--- config.mk ---
export PLATFORM = sky130hd
export DESIGN_NAME = led_blink_bank
export DESIGN_NICKNAME = d
export VERILOG_FILES = /design/src/rtl/led_blink_bank.sv
export SDC_FILE = /design/constraint.sdc
export NUM_CORES = 1
export LEC_CHECK = 0
export BUFFER_PORTS_ARGS = -buffer_cell sky130_fd_sc_hd__buf_2
export CAP_MARGIN = 0
export CORE_ASPECT_RATIO = 0.9
export CORE_MARGIN = 5
export CORE_UTILIZATION = 25
export DETAILED_ROUTE_END_ITERATION = 16
export PLACE_DENSITY = 0.36
export SLEW_MARGIN = 10
export SYNTH_ARGS = -nofsm -noshare
export SYNTH_HDL_FRONTEND = slang
export SYNTH_SLANG_ARGS = --single-unit
--- constraint.sdc ---
create_clock -name sys_clk -period 3.3 [get_ports sys_clk]
set_input_delay 0.66 -clock sys_clk [delete_from_list [all_inputs] [get_ports sys_clk]]
set_output_delay 0.66 -clock sys_clk [all_outputs]
set_load 0.05 [all_outputs]
--- src/rtl/led_blink_bank.sv ---
// led_blink_bank: bank of NCH independent LED/indicator channels.
// Each channel is OFF, ON, BLINK (toggle every `period` cycles) or
// ONESHOT (`period`-cycle pulse per trigger, retriggerable).
// Optional feature macro: LED_BANK_SYNC_EN adds a sync_pulse input that
// phase-aligns every channel currently in BLINK mode.
module led_blink_bank #(
  parameter  int NCH   = 4,
  parameter  int CNT_W = 26,
  localparam int CH_W  = (NCH > 1) ? $clog2(NCH) : 1
) (
  input  logic             sys_clk,
  input  logic             sys_rst_n,
  input  logic             cfg_we,
  input  logic [CH_W-1:0]  cfg_ch,
  input  logic [1:0]       cfg_mode,
  input  logic [CNT_W-1:0] cfg_period,
  input  logic [NCH-1:0]   trig,
`ifdef LED_BANK_SYNC_EN
  input  logic             sync_pulse,
`endif
  output logic [NCH-1:0]   led,
  output logic [NCH-1:0]   busy
);

  typedef enum logic [1:0] {
    MODE_OFF     = 2'b00,
    MODE_ON      = 2'b01,
    MODE_BLINK   = 2'b10,
    MODE_ONESHOT = 2'b11
  } mode_e;

  localparam logic [CNT_W-1:0] CNT_ONE  = CNT_W'(1);
  localparam logic [CNT_W-1:0] CNT_ZERO = '0;

  logic w_syncPulse;

`ifdef LED_BANK_SYNC_EN
  assign w_syncPulse = sync_pulse;
`else
  assign w_syncPulse = 1'b0;
`endif

  for (genvar i = 0; i < NCH; i++) begin : g_ch
    mode_e            r_mode;
    logic [CNT_W-1:0] r_period;
    logic [CNT_W-1:0] r_cnt;
    logic             r_led;
    logic             r_busy;

    mode_e            w_nextMode;
    logic [CNT_W-1:0] w_nextPeriod;
    logic [CNT_W-1:0] w_nextCnt;
    logic             w_nextLed;
    logic             w_nextBusy;
    logic             w_write;
    logic             w_terminal;

    // Channels outside 0..NCH-1 have no generate block, so out-of-range
    // writes simply match nothing.
    assign w_write    = cfg_we && (cfg_ch == CH_W'(i));
    assign w_terminal = (r_cnt == r_period);

    // Next-state: a config write wins over sync, which wins over normal mode
    // behaviour (including any trigger arriving in the same cycle).
    always_comb begin
      w_nextMode   = r_mode;
      w_nextPeriod = r_period;
      w_nextCnt    = r_cnt;
      w_nextLed    = r_led;
      w_nextBusy   = r_busy;
      if (w_write) begin
        w_nextMode   = mode_e'(cfg_mode);
        w_nextPeriod = cfg_period;
        w_nextCnt    = CNT_ONE;
        w_nextBusy   = 1'b0;
        w_nextLed    = (mode_e'(cfg_mode) == MODE_ON);
      end else if (w_syncPulse && (r_mode == MODE_BLINK)) begin
        w_nextCnt = CNT_ONE;
        w_nextLed = 1'b0;
      end else begin
        case (r_mode)
          MODE_OFF: begin
            w_nextCnt  = CNT_ONE;
            w_nextLed  = 1'b0;
            w_nextBusy = 1'b0;
          end
          MODE_ON: begin
            w_nextCnt  = CNT_ONE;
            w_nextLed  = 1'b1;
            w_nextBusy = 1'b0;
          end
          MODE_BLINK: begin
            w_nextBusy = 1'b0;
            if (r_period == CNT_ZERO) begin
              w_nextCnt = CNT_ONE;
              w_nextLed = 1'b0;
            end else if (w_terminal) begin
              w_nextCnt = CNT_ONE;
              w_nextLed = ~r_led;
            end else begin
              w_nextCnt = r_cnt + CNT_ONE;
            end
          end
          MODE_ONESHOT: begin
            if (r_period == CNT_ZERO) begin
              w_nextCnt  = CNT_ONE;
              w_nextLed  = 1'b0;
              w_nextBusy = 1'b0;
            end else if (trig[i]) begin
              w_nextCnt  = CNT_ONE;
              w_nextLed  = 1'b1;
              w_nextBusy = 1'b1;
            end else if (r_busy) begin
              if (w_terminal) begin
                w_nextCnt  = CNT_ONE;
                w_nextLed  = 1'b0;
                w_nextBusy = 1'b0;
              end else begin
                w_nextCnt = r_cnt + CNT_ONE;
              end
            end else begin
              w_nextCnt = CNT_ONE;
              w_nextLed = 1'b0;
            end
          end
          default: begin
            w_nextCnt  = CNT_ONE;
            w_nextLed  = 1'b0;
            w_nextBusy = 1'b0;
          end
        endcase
      end
    end

    // Channel state register; reset returns the channel to a clean OFF state.
    always_ff @(posedge sys_clk) begin
      if (!sys_rst_n) begin
        r_mode   <= MODE_OFF;
        r_period <= CNT_ZERO;
        r_cnt    <= CNT_ONE;
        r_led    <= 1'b0;
        r_busy   <= 1'b0;
      end else begin
        r_mode   <= w_nextMode;
        r_period <= w_nextPeriod;
        r_cnt    <= w_nextCnt;
        r_led    <= w_nextLed;
        r_busy   <= w_nextBusy;
      end
    end

    assign led[i]  = r_led;
    assign busy[i] = r_busy;
  end

endmodule

After elaboration in Yosys (flattened, before gate mapping)
Index checks and enable logic that the tools add are counted.
{ "classes": {"reduce_logical": 29, "n_mux": 76, "bitwise": 5, "n_addsub": 4, "n_eq_ne": 28} }
{ "ops": {"columns": ["cell", "count"], "rows": [
  ["2-to-1 mux 26 bit", 20],
  ["case mux 26 bit (3 select lines)", 4],
  ["adder 26 x 1 -> 26 bit (second input constant)", 4],
  ["== test 26 bit", 4],
  ["zero test 26 bit", 4],
  ["2-to-1 mux 1 bit", 44],
  ["inequality test 6 bit (second input constant)", 4],
  ["== test 2 bit (second input constant)", 10],
  ["inequality test 4 x 3 -> 1 bit (second input constant)", 4],
  ["case mux 1 bit (4 select lines)", 4],
  ["OR reduction 2 bit", 8],
  ["== test 2 x 1 -> 1 bit (second input constant)", 6],
  ["OR reduction 3 bit", 4],
  ["zero test 2 bit", 5],
  ["case mux 1 bit (2 select lines)", 4],
  ["AND reduction 2 bit", 4],
  ["NOT 1 bit", 5],
  ["logical AND 1 bit", 4]
]} }
{ "word_totals": {"register_bits": 224} }

Logic depth before layout (Yosys ltp)
Gate-level depths: netlist of run 1.
{ "logic_depth": {"word_depth": 7, "mapped_depth": 8, "depth_no_buf": 7} }

Worst setup path before layout of run 1
No wires, ideal clock.
{ "synth_timing": {"path_type": "input to register", "start": "input port cfg_we", "end": "register g_ch[2].r_cnt[0]", "path_stages": 7, "n_path_buf": 1, "setup_slack_ns": 1.428, "arrival_time_ns": 1.749, "cell_sequence": "nand2_1 > or2_2 > buf_2 > nand2_1 > nor2_1 > nand4b_1 > or2_2"} }
{ "synth_via": {"elab_chain_len": 2} }
{ "synth_rtl": {"columns": ["item", "line", "rtl"], "rows": [
  ["start, declared", "13", "input logic cfg_we,"],
  ["logical AND 1 bit", "60", "assign w_write = cfg_we && (cfg_ch == CH_W'(i));"],
  ["OR reduction 2 bit (no source line)", null, null],
  ["end signal, assigned", "146", "r_cnt <= w_nextCnt;"],
  ["end, declared", "46", "logic [CNT_W-1:0] r_cnt;"]
]} }
Every way passes these cells.
A chain may end at the register's enable or synchronous reset.

Final worst setup path of run 1
{ "layout_timing": {"start": "register g_ch[2].r_cnt[15]", "end": "register g_ch[2].r_cnt[0]"} }
{ "layout_via": {"elab_chain_len": 6} }
{ "layout_rtl": {"columns": ["item", "line", "rtl"], "rows": [
  ["== test 26 bit (*)", "61", "assign w_terminal = (r_cnt == r_period);"],
  ["2-to-1 mux 26 bit (*)", "97, 114", null],
  ["2-to-1 mux 26 bit", "113", "end else if (r_busy) begin"],
  ["2-to-1 mux 26 bit", "109", "end else if (trig[i]) begin"],
  ["2-to-1 mux 26 bit", "105", "if (r_period == CNT_ZERO) begin"],
  ["case mux 26 bit (3 select lines) (*)", "81", "case (r_mode)"]
]} }
Every way passes the cells marked *; elsewhere a longest branch is shown, timed or not.

==> results of run 1 <==
kinds of logic after synthesis:
family / synth area share
AOI/OAI and AO/OA: 0.09590
xor gates and xnor gates: 0.1668
adders and majority gates: 0.008339
buffers and inverters: 0.03633
DFF: 0.4270
muxes: 0.001906
and+or+nand+nor: 0.2638
synthesized netlist by cell type (all sizes together) (16+ instances only):
cell type | instances | area share
nand2 | 284 | 0.10
dfxtp | 224 | 0.43
nor2 | 137 | 0.050
xnor2 | 127 | 0.11
a21boi | 112 | 0.080
xor2 | 73 | 0.061
nand4 | 53 | 0.033
clkbuf | 44 | 0.016
nand3 | 43 | 0.020
nor4 | 34 | 0.020
buf | 23 | 0.013
inv | 19 | 0.0068
nor3 | 16 | 0.0091
metrics by stage:
stage	util	worst slack, ns
floorplan	-	1.428
global placement	0.2698	0.9282
detailed placement	0.2698	0.9631
CTS	0.2922	0.9365
global route	0.2922	0.8094
finish	0.2922	0.9461
report_power, final:
part           total, mW  switching (mW)  internal [mW]
registers           2.81          0.0588           2.75
logic              0.380           0.238          0.143
clock network       3.11            1.20           1.92
metal layers:
| metal | vias up | part of all wire |
|---|---|---|
| met5 | - | 0 |
| met4 | 0 | 0.022 |
| met3 | 47 | 0.031 |
| met2 | 103 | 0.44 |
| met1 | 3835 | 0.51 |
| li1 | 4248 | - |
area by class of cell:
class	count	area [um^2]	area share
multi-input cells	954	5644	0.4637
well taps	547	684.4	0.05622
repair buffers	60	355.3	0.02919
clock inverters	4	73.82	0.006064
flip-flops and latches	224	4484	0.3684
inverters	19	71.32	0.005859
clock buffers	44	859.6	0.07061
state kept, by name, indices dropped and copies added, names as in the netlist:
signal         flops
g_ch.r_busy        4
g_ch.r_mode        8
g_ch.r_led         4
g_ch.r_cnt       104
g_ch.r_period    104
how the worst max path moves through the flow:
stage                                        to  cells after the start  slack [ns]                          from
floorplan           g_ch[2].r_cnt[0]$_SDFF_PP1_                      7        1.43                        cfg_we
global placement    g_ch[2].r_cnt[0]$_SDFF_PP1_                      7        0.93  g_ch[2].r_cnt[10]$_SDFF_PP0_
detailed placement  g_ch[2].r_cnt[0]$_SDFF_PP1_                      7        0.96  g_ch[2].r_cnt[15]$_SDFF_PP0_
CTS                 g_ch[2].r_cnt[0]$_SDFF_PP1_                      7        0.94  g_ch[2].r_cnt[10]$_SDFF_PP0_
global route        g_ch[2].r_cnt[9]$_SDFF_PP0_                      7        0.81  g_ch[2].r_cnt[15]$_SDFF_PP0_
finish              g_ch[2].r_cnt[0]$_SDFF_PP1_                      7        0.95  g_ch[2].r_cnt[15]$_SDFF_PP0_
critical path: stages (launching register included):
cell	delay, ns
dfxtp_1	0.36
xor2_1	0.16
nor4_1	0.31
nand3_1	0.12
nor4_1	0.65
nand4b_1	0.23
buf_4	0.30
or2_2	0.16
==> results.py, run 1 <==
metrics = {
    "run": {
        "drv_cap": 0,
    },
    "drt": {
        "drtPass1Iterations": 5,
        "vias_per_cell": 4.445,
        "drc": 0,
        "drtIter0Drc": 523,
        "vias": 8233,
        "wl_per_cell_um": 17.35,
        "drt.antenna.violating_nets": 0,
        "wl_mm": 32.13,
    },
    "synthesis": {
        "yosys_warnings": 0,
        "yosys_register_bits": 224,
        "synth_ff_type": "dfxtp_1",
        "synth-seq-area-share": 0.4270,
        "syn_area_per_cell_um2": 8.309,
        "syn_inst": 1264,
        "synthArstFlopShare": 0,
        "ys_types": 45,
        "synth.net_count": 1308,
        "syn_area_um2": 10500,
        "synth_edf_count": 0,
    },
    "global_routing": {
        "grt_max_degree": 85,
        "grt-busiest-layer": "met2",
        "grt_usage": 0.1378,
        "antenna_found_initial": 0,
        "use_met3": 0.02441,
        "overflow": 0,
        "globalRouteMet2Util": 0.2140,
        "grt_pass1_wl_mm": 49.84,
        "use_met1": 0.2001,
        "grt_pass1_vias": 8096,
    },
    "setup_path": {
        "crit_required_ns": 3.79,
        "crit_path_max_fanout": 26,
        "regToRegSetupSlack_ns": 0.95,
        "crit_arrival_ns": 2.85,
        "critPathCaptureType": "register",
        "r2r_start": "g_ch[2].r_cnt[15]$_SDFF_PP0_",
        "start_kind": "register",
        "rr_endpoint": "g_ch[2].r_cnt[0]$_SDFF_PP1_",
        "worstRegToRegCells": 7,
        "path_class": "reg -> reg",
    },
    "min_path": {
        "worstHoldStart": "trig[1]",
        "min_path_type": "in -> reg",
        "holdPathEnd": "g_ch[1].r_busy$_SDFF_PP0_",
        "min_path_cells": 3,
    },
    "sta": {
        "fmax_mhz": 424.8,
        "slew_viol_final": 0,
        "fin_setup_tns_ns": 0,
        "max_slew_margin": 0.5029,
        "hold_viol": 0,
        "worst_clock_skew_ns": 0.009319,
        "finalCritPeriodShare": 0.7133,
        "final.min_clock_period_ns": 2.354,
        "rsz0062_at_grt": "no",
        "setup_viol_count_final": 0,
        "max_slew.worst_pin.slew_ns": 0.7400,
        "timing.hold.ws_ns": 0.4035,
    },
    "finish": {
        "stdcell_area_um2": 12170,
        "area_growth_pct": 15.90,
        "diodes": 0,
        "fill_cells": 4503,
        "mostFrequentLayoutCells": "nand2_1 (284), dfxtp_1 (224), nor2_1 (133)",
        "final_common_cell": "nand2_1",
        "drive_gt1_frac": 0.09195,
        "final_nets": 1330,
        "final_cells": 1852,
    },
    "clock_network": {
        "cts_tree": "done",
        "numCtsBuffers": 27,
        "cts.repair.resized": 0,
        "cts_setup_buffers": 0,
        "clkSlewWorstSetupHoldPaths_ns": 0.06,
        "cts_buffer_depth": 3,
        "cts-htree-levels": 1,
        "cts-root-buf": "clkbuf_16",
        "clock-sinks": 224,
        "holdBufCountCts": 0,
        "insertion_delay_ns": 0.55,
    },
    "place": {
        "placed_area_um2": 11240,
        "dp.cells": 1804,
        "numPortBuffers": 44,
        "dp_hpwl_mm": 22.90,
        "gp_congestion": 0.7756,
    },
    "power": {
        "peakVddDrop_mv": 0.3747,
        "power_leakage_nw": 4.002,
        "power.density_nw_per_um2": 518.2,
        "finalPower_mw": 6.307,
    },
    "floorplanning": {
        "rows": 71,
        "die_y_um": 204.4,
        "fp.coreArea_um2": 41660,
        "start_util": 0.2521,
        "dieArea_um2": 46210,
        "io-pin-count": 45,
        "fp.dieW_um": 226.1,
    },
    "outcome": {
        "status": "finished clean",
    },
}
Note: power is estimated with default switching activity, not from simulation.
==> run 2, diff against run 1 <==
==> constraint.sdc (replaced) <==
create_clock -name sys_clk -period 2.5 [get_ports sys_clk]
set_input_delay 0.5 -clock sys_clk [delete_from_list [all_inputs] [get_ports sys_clk]]
set_output_delay 0.5 -clock sys_clk [all_outputs]
set_load 0.05 [all_outputs]
==> results.py, run 2 (synthesis results as in run 1) <==
metrics = {
    "clock_network": {
        "cts_setup_buffers": 0,
        "numCtsBuffers": 28,
        "cts-htree-levels": 1,
        "clock-sinks": 224,
        "cts.repair.resized": 0,
        "cts-root-buf": "clkbuf_16",
        "cts_tree": "done",
        "insertion_delay_ns": 0.53,
        "clkSlewWorstSetupHoldPaths_ns": 0.06,
        "holdBufCountCts": 0,
        "cts_buffer_depth": 3,
    },
    "finish": {
        "final_nets": 1337,
        "final_common_cell": "nand2_1",
        "stdcell_area_um2": 12230,
        "fin_util": 0.2936,
        "mostFrequentLayoutCells": "nand2_1 (284), dfxtp_1 (224), nor2_1 (133)",
        "final_cells": 1859,
        "drive_gt1_frac": 0.09527,
        "reg_top3": "g_ch.r_cnt: 104 flops, g_ch.r_period: 104 flops, g_ch.r_mode: 8 flops",
        "diodes": 0,
        "area_growth_pct": 16.45,
    },
    "place": {
        "placed_area_um2": 11310,
        "dp.cells": 1810,
        "dp_hpwl_mm": 23.00,
        "numPortBuffers": 44,
        "gp_congestion": 0.7614,
        "dp_slack_ns": 0.3863,
    },
    "global_routing": {
        "grt_max_degree": 48,
        "grt_pass1_wl_mm": 49.86,
        "grt_pass1_vias": 8202,
        "antenna_found_initial": 1,
        "overflow": 0,
        "grt_usage": 0.1383,
    },
    "drt": {
        "vias": 8216,
        "drc": 0,
        "vias_per_cell": 4.420,
        "wl_mm": 32.10,
        "wl_per_cell_um": 17.27,
        "drt.antenna.violating_nets": 0,
        "drtIter0Drc": 533,
        "drtPass1Iterations": 5,
    },
    "power": {
        "power.density_nw_per_um2": 675.6,
        "finalPower_mw": 8.263,
        "power_leakage_nw": 4.038,
        "peakVddDrop_mv": 0.4780,
    },
    "sta": {
        "max_slew_margin": 0.6080,
        "rsz0062_at_grt": "no",
        "finalCritPeriodShare": 0.8328,
        "slew_viol_final": 0,
        "fin_setup_tns_ns": 0,
        "fmax_mhz": 480.3,
        "max_slew.worst_pin.slew_ns": 0.5826,
        "hold_viol": 0,
        "worst_clock_skew_ns": 0.005694,
        "timing.hold.ws_ns": 0.2606,
        "final.min_clock_period_ns": 2.082,
        "setup_viol_count_final": 0,
        "fin_ws_ns": 0.4181,
    },
    "floorplanning": {
        "dieArea_um2": 46210,
        "rows": 71,
        "start_util": 0.2521,
        "io-pin-count": 45,
        "fp.dieW_um": 226.1,
        "fp.coreArea_um2": 41660,
        "die_y_um": 204.4,
    },
    "setup_path": {
        "crit_arrival_ns": 2.49,
        "crit_path_max_fanout": 26,
        "path_class": "reg -> reg",
        "crit_required_ns": 2.91,
        "start_kind": "register",
        "critPathCaptureType": "register",
    },
    "min_path": {
        "min_path_type": "in -> reg",
    },
    "run": {
        "drv_cap": 0,
    },
    "outcome": {
        "status": "finished clean",
    },
}
[run 2: cell count changes in the layout (fill, tap and decap cells not counted), sizes merged]
cell	delta
clkbuf	+1
clkinv	+2
buf	+6
bufinv	-1
inv	-1
[run 2: cell type report]
type                       instances  area (um^2)
inverter                          19        71.32
clock buffer                      45        875.8
tap                              547        684.4
timing repair buffer              66        425.4
multi-input combinational        954         5644
fill                            4509        29430
clock inverter                     4        45.04
sequential                       224         4484
[run 2: layer usage]
layer	global-route usage	part of all wire	wire length, um	vias up
met4	0.02685	0.020	631	2
met1	0.2006	0.51	16280	3848
met2	0.2218	0.45	14360	65
li1	-	-	-	4262
met3	0.01810	0.026	826	39
met5	0	0.00025	8	-
[run 2: worst max-delay path, cell delays in order (launching register included)]
cell and delay [ns]:
dfxtp_1 0.35, xor2_1 0.17, nor4_1 0.29, nand3_1 0.15, nor4_1 0.45, nand4b_1 0.17
buf_4 0.29, nor2_1 0.09
[run 2: power by group]
group	internal, mW	total (mW)	switching (mW)
clock network	2.47	4.03	1.56
logic	0.196	0.516	0.320
registers	3.64	3.71	0.0775
total	6.30	8.26	1.96
[run 2: worst paths after layout]
path	from	end	slack [ns]	cells after the start
max	g_ch[2].r_cnt[20]$_SDFF_PP0_	g_ch[2].r_cnt[16]$_SDFF_PP0_	0.42	7
min	trig[1]	g_ch[1].r_busy$_SDFF_PP0_	0.26	3
max reg2reg	g_ch[2].r_cnt[20]$_SDFF_PP0_	g_ch[2].r_cnt[16]$_SDFF_PP0_	0.42	7
min reg2reg	g_ch[2].r_led$_SDFFE_PN0P_	g_ch[2].r_led$_SDFFE_PN0P_	0.48	2
==> run 3, diff against run 2 <==
--- a/config.mk
+++ b/config.mk
@@ -5,6 +5,7 @@
 export SDC_FILE = /design/constraint.sdc
 export NUM_CORES = 1
 export LEC_CHECK = 0
+export ABC_AREA = 1
 export BUFFER_PORTS_ARGS = -buffer_cell sky130_fd_sc_hd__buf_2
 export CAP_MARGIN = 0
 export CORE_ASPECT_RATIO = 0.9
==> constraint.sdc (replaced) <==
create_clock -name sys_clk -period 2.2 [get_ports sys_clk]
set_input_delay 0.44 -clock sys_clk [delete_from_list [all_inputs] [get_ports sys_clk]]
set_output_delay 0.44 -clock sys_clk [all_outputs]
set_load 0.05 [all_outputs]
==> results.py, run 3 <==
metrics = {
    "outcome": {
        "status": "finished clean",
    },
    "power": {
        "peakVddDrop_mv": 0.6089,
        "finalPower_mw": 9.417,
        "switching_share": 0.2605,
        "p_clk_frac": 0.464,
        "netSwitchingPower_mw": 2.453,
        "power_leakage_nw": 5.547,
        "power.density_nw_per_um2": 694.4,
        "seqPwrFrac": 0.451,
        "pwr-share-comb": 0.086,
        "internal-power_mw": 6.963,
    },
    "global_routing": {
        "grt_usage": 0.1569,
        "grt_pass1_vias": 10610,
        "antenna_found_initial": 0,
        "overflow": 0,
        "grt_pass1_wl_mm": 63.15,
        "grt_max_degree": 66,
    },
    "clock_network": {
        "clkSlewWorstSetupHoldPaths_ns": 0.06,
        "numCtsBuffers": 28,
        "cts_setup_buffers": 0,
        "clock-sinks": 224,
        "holdBufCountCts": 0,
        "insertion_delay_ns": 0.57,
        "cts.repair.resized": 0,
        "cts-root-buf": "clkbuf_16",
        "cts-htree-levels": 1,
        "cts_tree": "done",
        "cts_buffer_depth": 3,
    },
    "sta": {
        "fmax_mhz": 497.5,
        "worst_clock_skew_ns": 0.02380,
        "max_slew_margin": 0.6554,
        "slew_viol_final": 0,
        "finalCritPeriodShare": 0.9137,
        "rsz0062_at_grt": "no",
        "hold_viol": 0,
        "max_slew.worst_pin.slew_ns": 0.5163,
        "fin_setup_tns_ns": 0,
        "final.min_clock_period_ns": 2.010,
        "setup_viol_count_final": 0,
    },
    "finish": {
        "drive_gt1_frac": 0.08255,
        "final_common_cell": "nand2_1",
        "reg_top3": "g_ch.r_cnt: 104 flops, g_ch.r_period: 104 flops, g_ch.r_mode: 8 flops",
        "final_nets": 1834,
        "ff_latch_area_um2": 4484,
        "fin_util": 0.2908,
        "fill_cells": 5168,
        "multiInputGateArea_um2": 6078,
        "area_growth_pct": 15.09,
        "mostFrequentLayoutCells": "nand2_1 (379), nor2_1 (279), inv_1 (250)",
    },
    "synthesis": {
        "synth_top_area_cell": "dfxtp_1",
        "netlist.area_leader.share": 0.3806,
        "synth_edf_count": 0,
        "syn_inst": 1746,
        "synth_most_common_cell": "nand2_1",
        "synth_adder_area_share": 0.007433,
        "netlist_top_cells_area": "dfxtp_1 (38%), nand2_1 (12%), nor2_1 (8.9%)",
        "synth-xor-area-share": 0.07656,
        "syn_area_per_cell_um2": 6.748,
        "synth_top_family_by_area": "simple AND/OR/NAND/NOR gates",
        "synth-seq-area-share": 0.3806,
        "synth_simple_gate_area_frac": 0.3260,
        "synth.net_count": 1790,
        "syn_area_um2": 11780,
        "synth_ff_type": "dfxtp_1",
        "yosys_register_bits": 224,
        "yosys_warnings": 0,
        "synth_compound_area_frac": 0.1050,
        "synth_commonest_cells": "nand2_1 (379), nor2_1 (279), inv_1 (250)",
        "ys_types": 42,
        "synthMuxAreaShare": 0,
        "synthArstFlopShare": 0,
    },
    "drt": {
        "drt.antenna.violating_nets": 0,
        "wl_mm": 41.28,
        "drc": 0,
        "drtIter0Drc": 677,
        "drtPass1Iterations": 5,
        "wl_per_cell_um": 17.04,
        "vias": 10790,
        "vias_per_cell": 4.455,
    },
    "setup_path": {
        "critPathCaptureType": "register",
        "crit_path_max_fanout": 24,
        "cp_slowest_cell": "dfxtp_1",
        "crit_top_cell": "nor2_1",
        "worstPathCellList": "inv_1, nand2_1, nand2_1, nor2_1, nand3_1, nor2_1, nand3_1, and2_4, nand2_4, nor2_1",
        "crit_arrival_ns": 2.46,
        "crit_required_ns": 2.65,
        "path_class": "reg -> reg",
        "max_stage_delay_ns": 0.48,
        "start_kind": "register",
    },
    "floorplanning": {
        "start_util": 0.2526,
        "die_y_um": 216.0,
        "fp.dieW_um": 238.8,
        "io-pin-count": 45,
        "rows": 75,
        "dieArea_um2": 51580,
        "fp.coreArea_um2": 46640,
    },
    "run": {
        "drv_cap": 0,
    },
    "place": {
        "numPortBuffers": 44,
        "gp_congestion": 0.8299,
        "dp_hpwl_mm": 31.53,
    },
    "min_path": {
        "min_path_type": "in -> reg",
    },
}
run 3: through the flow:
step / setup slack, ns / hold slack [ns] / cells / instance area, um^2
after floorplan: 0.6572 / 0.4297 / 1746 / 11780
after global placement: 0.2154 / 0.4729 / 2376 / 12710
after detailed placement: 0.2150 / 0.4679 / 2376 / 12710
after CTS: 0.1949 / 0.06848 / 2421 / 13560
after global routing: 0.01618 / 0.1191 / 2421 / 13560
final: 0.1899 / 0.1083 / 2422 / 13560
run 3: path summary, 6_finish.rpt:
path / start / to / slack, ns / depth (start not counted)
hold reg to reg: g_ch[3].r_period[12]$_SDFFE_PN0P_ / g_ch[3].r_period[12]$_SDFFE_PN0P_ / 0.48 / 2
setup reg to reg: g_ch[3].r_cnt[8]$_SDFF_PP0_ / g_ch[3].r_cnt[23]$_SDFF_PP0_ / 0.19 / 10
setup / recovery: g_ch[3].r_cnt[8]$_SDFF_PP0_ / g_ch[3].r_cnt[23]$_SDFF_PP0_ / 0.19 / 10
hold / removal: trig[0] / g_ch[0].r_busy$_SDFF_PP0_ / 0.11 / 3
run 3: cells by family after synthesis:
group,after synthesis
buffers and inverters,304
flip-flops,224
AND/OR/NAND/NOR,879
adder cells (fa/ha/maj),7
AO/OA/AOI/OAI,229
XOR/XNOR,103
run 3: power groups by stage:
stage                     Combinational (mW)  Clock [mW]  Sequential, mW
after floorplan                        0.523           0            4.30
after global placement                 0.818           0            4.33
after detailed placement               0.815           0            4.33
after CTS                              0.818        4.55            4.24
after global routing                   0.908        4.65            4.26
final                                  0.807        4.37            4.24
run 3: layout make-up:
| cell class | count | area share |
|---|---|---|
| multi-input cells | 1218 | 0.4482 |
| well taps | 616 | 0.05684 |
| clock buffers | 41 | 0.06044 |
| inverters | 254 | 0.07031 |
| diodes | 1 | 0.0001845 |
| clock inverters | 4 | 0.002307 |
| flip-flops and latches | 224 | 0.3307 |
| repair buffers | 64 | 0.03100 |
run 3: routing by layer:
layer,vias to the layer above,share of wire,global-route usage
li1,5628,-,-
met1,4919,0.50,0.2269
met2,198,0.44,0.2470
met3,45,0.042,0.02336
met4,0,0.025,0.03577
met5,-,0,0
run 3: worst max-delay path, delay by kind of cell, from the launching register on:
family | cells | cell delay [ns]
buffers and inverters | 1 | 0.10
and+or+nand+nor | 9 | 1.29
DFF | 1 | 0.48
